## config.mk

```make
export PLATFORM = sky130hd
export DESIGN_NAME = shiftrows_mixcols_ark
export DESIGN_NICKNAME = d
export VERILOG_FILES = /design/src/rtl/shiftrows_mixcols_ark.sv
export SDC_FILE = /design/constraint.sdc
export NUM_CORES = 1
export LEC_CHECK = 0
export CAP_MARGIN = 30
export CORE_AREA = 8 8 148 150
export CTS_CLUSTER_DIAMETER = 150
export DETAILED_ROUTE_END_ITERATION = 10
export DIE_AREA = 0 0 156 158
export DONT_BUFFER_PORTS = 1
export MAX_ROUTING_LAYER = met4
export SLEW_MARGIN = 30
export SYNTH_ARGS = -nofsm -noshare
export SYNTH_HDL_FRONTEND = slang
export SYNTH_SLANG_ARGS = --single-unit
export TNS_END_PERCENT = 20
```

## constraint.sdc

```tcl
create_clock -name clk -period 3.23 [get_ports clk]
set_input_delay 0.646 -clock clk [delete_from_list [all_inputs] [get_ports clk]]
set_output_delay 0.646 -clock clk [all_outputs]
set_load 0.03 [all_outputs]
```

## src/rtl/shiftrows_mixcols_ark.sv

```systemverilog
// AES round back-end: ShiftRows, optional MixColumns and AddRoundKey feeding a
// 2-entry valid/ready output queue with a sticky overrun flag.
module shiftrows_mixcols_ark #(
  parameter int unsigned QDEPTH = 2
) (
  input  logic        clk,
  input  logic        rst_n,
  input  logic        in_valid,
  output logic        in_ready,
  input  logic        last_round,
  input  logic [31:0] cin0,
  input  logic [31:0] cin1,
  input  logic [31:0] cin2,
  input  logic [31:0] cin3,
  input  logic [31:0] rkey0,
  input  logic [31:0] rkey1,
  input  logic [31:0] rkey2,
  input  logic [31:0] rkey3,
  output logic        out_valid,
  input  logic        out_ready,
  output logic [31:0] dout0,
  output logic [31:0] dout1,
  output logic [31:0] dout2,
  output logic [31:0] dout3,
  output logic        drop_err
);

  localparam int unsigned COL_W = 32;
  localparam int unsigned NCOL  = 4;
  localparam int unsigned CNT_W = 2;

  function automatic logic [7:0] xtime(input logic [7:0] a);
    return {a[6:0], 1'b0} ^ (a[7] ? 8'h1b : 8'h00);
  endfunction

  function automatic logic [COL_W-1:0] mix_col(input logic [COL_W-1:0] col);
    logic [7:0] a0, a1, a2, a3;
    logic [7:0] b0, b1, b2, b3;
    a0 = col[31:24];
    a1 = col[23:16];
    a2 = col[15:8];
    a3 = col[7:0];
    // 3a = xtime(a) ^ a
    b0 = xtime(a0) ^ xtime(a1) ^ a1 ^ a2 ^ a3;
    b1 = a0 ^ xtime(a1) ^ xtime(a2) ^ a2 ^ a3;
    b2 = a0 ^ a1 ^ xtime(a2) ^ xtime(a3) ^ a3;
    b3 = xtime(a0) ^ a0 ^ a1 ^ a2 ^ xtime(a3);
    return {b0, b1, b2, b3};
  endfunction

  logic [NCOL-1:0][COL_W-1:0] cin_p;
  logic [NCOL-1:0][COL_W-1:0] rkey_p;
  logic [NCOL-1:0][COL_W-1:0] sr_p;
  logic [NCOL-1:0][COL_W-1:0] res_p;

  assign cin_p  = {cin3, cin2, cin1, cin0};
  assign rkey_p = {rkey3, rkey2, rkey1, rkey0};

  // Round datapath on the offered input
  always_comb begin
    sr_p  = '0;
    res_p = '0;
    for (int c = 0; c < NCOL; c++) begin
      for (int r = 0; r < NCOL; r++) begin
        sr_p[c][8*(3-r) +: 8] = cin_p[2'(c + r)][8*(3-r) +: 8];
      end
      res_p[c] = (last_round ? sr_p[c] : mix_col(sr_p[c])) ^ rkey_p[c];
    end
  end

  logic [NCOL-1:0][COL_W-1:0] mem [QDEPTH];
  logic                       wr_ptr;
  logic                       rd_ptr;
  logic [CNT_W-1:0]           count;
  logic                       push;
  logic                       pop;

  assign in_ready  = (count != CNT_W'(QDEPTH));
  assign out_valid = (count != '0);
  assign push      = in_valid & in_ready;
  assign pop       = out_valid & out_ready;

  assign dout0 = mem[rd_ptr][0];
  assign dout1 = mem[rd_ptr][1];
  assign dout2 = mem[rd_ptr][2];
  assign dout3 = mem[rd_ptr][3];

  // Queue storage, pointers, occupancy and overrun flag
  always_ff @(posedge clk or negedge rst_n) begin
    if (!rst_n) begin
      mem      <= '{default: '0};
      wr_ptr   <= 1'b0;
      rd_ptr   <= 1'b0;
      count    <= '0;
      drop_err <= 1'b0;
    end else begin
      if (push) begin
        mem[wr_ptr] <= res_p;
        wr_ptr      <= ~wr_ptr;
      end
      if (pop) begin
        rd_ptr <= ~rd_ptr;
      end
      case ({push, pop})
        2'b10:   count <= count + CNT_W'(1);
        2'b01:   count <= count - CNT_W'(1);
        default: count <= count;
      endcase
      if (in_valid && !in_ready) begin
        drop_err <= 1'b1;
      end
    end
  end

endmodule

```

==> impl_metrics.ini <==
[die]
die_w_um = 156
ios = 392
initial_core_util = 0.358
core_mm2 = 0.0197
rows = 52
die_area_mm2 = 0.0246
die_h_um = 158

[power_and_ir_drop]
power.density_mw_per_mm2 = 1220
ir_worst_vdd_mv = 0.727
power.leakage_nw = 3.36

[synth]
seq_area_frac_synth = 0.471
ys_ff_latch = 133
yosysTopAreaCellShare = 0.471
ys_types = 20
syn-cell-area_mm2 = 0.00707
yosys_warnings = 0
synth_area_leaders = dfrtp_1, mux2_2, mux2_4, xor2_1, buf_4
synth_top_area_cell = dfrtp_1
postSynthAreaPerCell_um2 = 14.4
netlist_instances = 490

[detailed_routing]
route.vias.total = 3485
dr.pass1.iters = 4
drt-wirelength-per-cell_um = 19.1
drcViolationCount = 0
detail_route.iter0.violations = 60
viasPerCell = 4.51
drtAntennaViolNets = 0
wirelength_um = 14800

[critical_path]
critPathLaunchType = register
cp.arrival_ns = 1.71
reg2reg_depth = 5
critical_path.endpoint = dout3[22]
crit_type = register to primary output
rr_endpoint = mem[74]
worst_setup_path_end_kind = primary output
worstPathRequired_ns = 2.58
crit_chain = buf_4 -> mux2_2
startpoint = rd_ptr
r2r_start = count[1]
path_max_fanout = 34
rrSetupSlack_ns = 1.03
worst_path_largest_cell_delay_ns = 0.50
slowest_stage = mux2_2

[clock_network]
cts_max_level = 4
cts_buffers = 17
clkLatencyLatePin_ns = 0.41
cts_setup_buffers = 0
cts.sinks = 133
path_clk_slew_ns = 0.06
root_buffer = clkbuf_16
post_cts_resized = 0
clockBufferDepth = 2
cts_tree = yes

[global_routing]
grt_use_met1 = 0.146
gr-max-usage-layer = met2
grt_first_pass_wirelength_um = 22500
antenna_found_initial = 0
use_met3 = 0.0450
use_met2 = 0.186
grt_pass1_vias = 4017
grt-ovfl-total = 0
grt_use_total = 0.121
grt_max_degree = 134

[placement]
post-dp-hpwl_um = 10200
port_buffers = 0
gp_congestion = 0.707

[outcome]
violations = hold timing
status = finished, violations left

[hold_path]
hold_class = primary input to async pin

[final_layout]
antenna_cells = 0
nNetsFinal = 753
layout-drive-gt1-share = 0.463
area_growth_pct = 8.02

[timing]
finalCritPeriodShare = 0.729
rsz0062_at_grt = no
min_period_ns = 2.35
setup_viol = 0
fin_setup_tns_ns = 0
worst_slew_pin_slew_ns = 0.638
slew_viol_final = 0
finalHoldViolations = 133
skew_ns = 0.00942
slew_headroom = 0.575
hold_ws_ns = -0.0648
max_freq_mhz = 425

[run]
cap_violations = 0
[layer usage]
metal  routed length [um]  up-vias
met5                    0        -
met3                 1280        6
li1                     -     1542
met2                 7190      146
met4                  132        0
met1                 6180     1791
[power breakdown]
| group | total, W | internal (W) | switching (W) |
|---|---|---|---|
| combinational | 0.00441 | 0.00187 | 0.00254 |
| sequential | 0.00297 | 0.00253 | 0.000436 |
| clock | 0.00196 | 0.00123 | 0.000731 |
[critical path: cells and delay by family (launching register included)]
family                 cells  cell delay (ns)
multiplexers               1             0.50
flip-flops                 1             0.35
buffers and inverters      1             0.43
[cells in the mapped netlist]
cell      instances
nor3b_1           1
and2_1            1
xnor2_1           3
nor2b_4           1
or2_2             1
buf_4            65
clkbuf_1          2
nand2_1           1
nor2_1            1
dfrtp_1         133
and3_4            1
inv_2             1
mux2_2          132
mux2_4           60
buf_6            13
conb_1            1
buf_2             5
a21o_1            1
ha_1              1
xor2_1           66
[sequential cells by signal, summed over array words and instances, names as in the netlist]
name,cells
mem,128
count,2
drop_err,1
rd_ptr,1
wr_ptr,1
[per-stage QoR]
stage	instance area [um^2]	setup WS [ns]	cells	utilization	power [W]
6_report	7630	0.875	773	0.387	0.00934
5_1_grt	7630	0.780	773	0.387	0.00984
4_1_cts	7630	0.833	773	0.387	0.00949
3_5_place_dp	7040	1.00	742	0.357	0.00746
3_3_place_gp	7040	1.04	742	0.357	0.00733
2_1_floorplan	7300	1.29	553	-	0.00694
[area by class of cell]
type / instances / area, um^2
fill: 1882 / 12100
sequential: 133 / 3330
multi-input combinational: 334 / 3310
clock buffer: 18 / 439
tap: 270 / 338
clock inverter: 13 / 159
timing repair buffer: 4 / 55.1
inverter: 1 / 3.75
[layout by cell type (no fill, tap or decap), types with 3 or more instances in the layout]
cell type / instances
mux2_4: 60
mux2_2: 132
clkinvlp_4: 3
xor2_1: 66
clkbuf_16: 17
clkinv_2: 4
clkinv_4: 3
conb_1: 64
bufinv_16: 3
dfrtp_1: 132
xnor2_1: 3
[how the worst min path moves through the flow]
| stage | from | to |
|---|---|---|
| final | rst_n | mem[116] |
| after global routing | rst_n | mem[112] |
| after CTS | rst_n | mem[75] |
| after detailed placement | rst_n | mem[116] |
| after global placement | rst_n | mem[116] |
| after floorplan | rst_n | count[0] |
[logic make-up after synthesis]
logic type | Yosys count | share of synthesized area
AOI/OAI and AO/OA | 1 | 0.00106
xor gates and xnor gates | 69 | 0.0855
adders and majority gates | 1 | 0.00177
buffers and inverters | 86 | 0.0949
DFF | 133 | 0.471
muxes | 192 | 0.338
other | 1 | 0.000531
and+or+nand+nor | 7 | 0.00744
No activity file was read; power rests on OpenSTA's default activity.
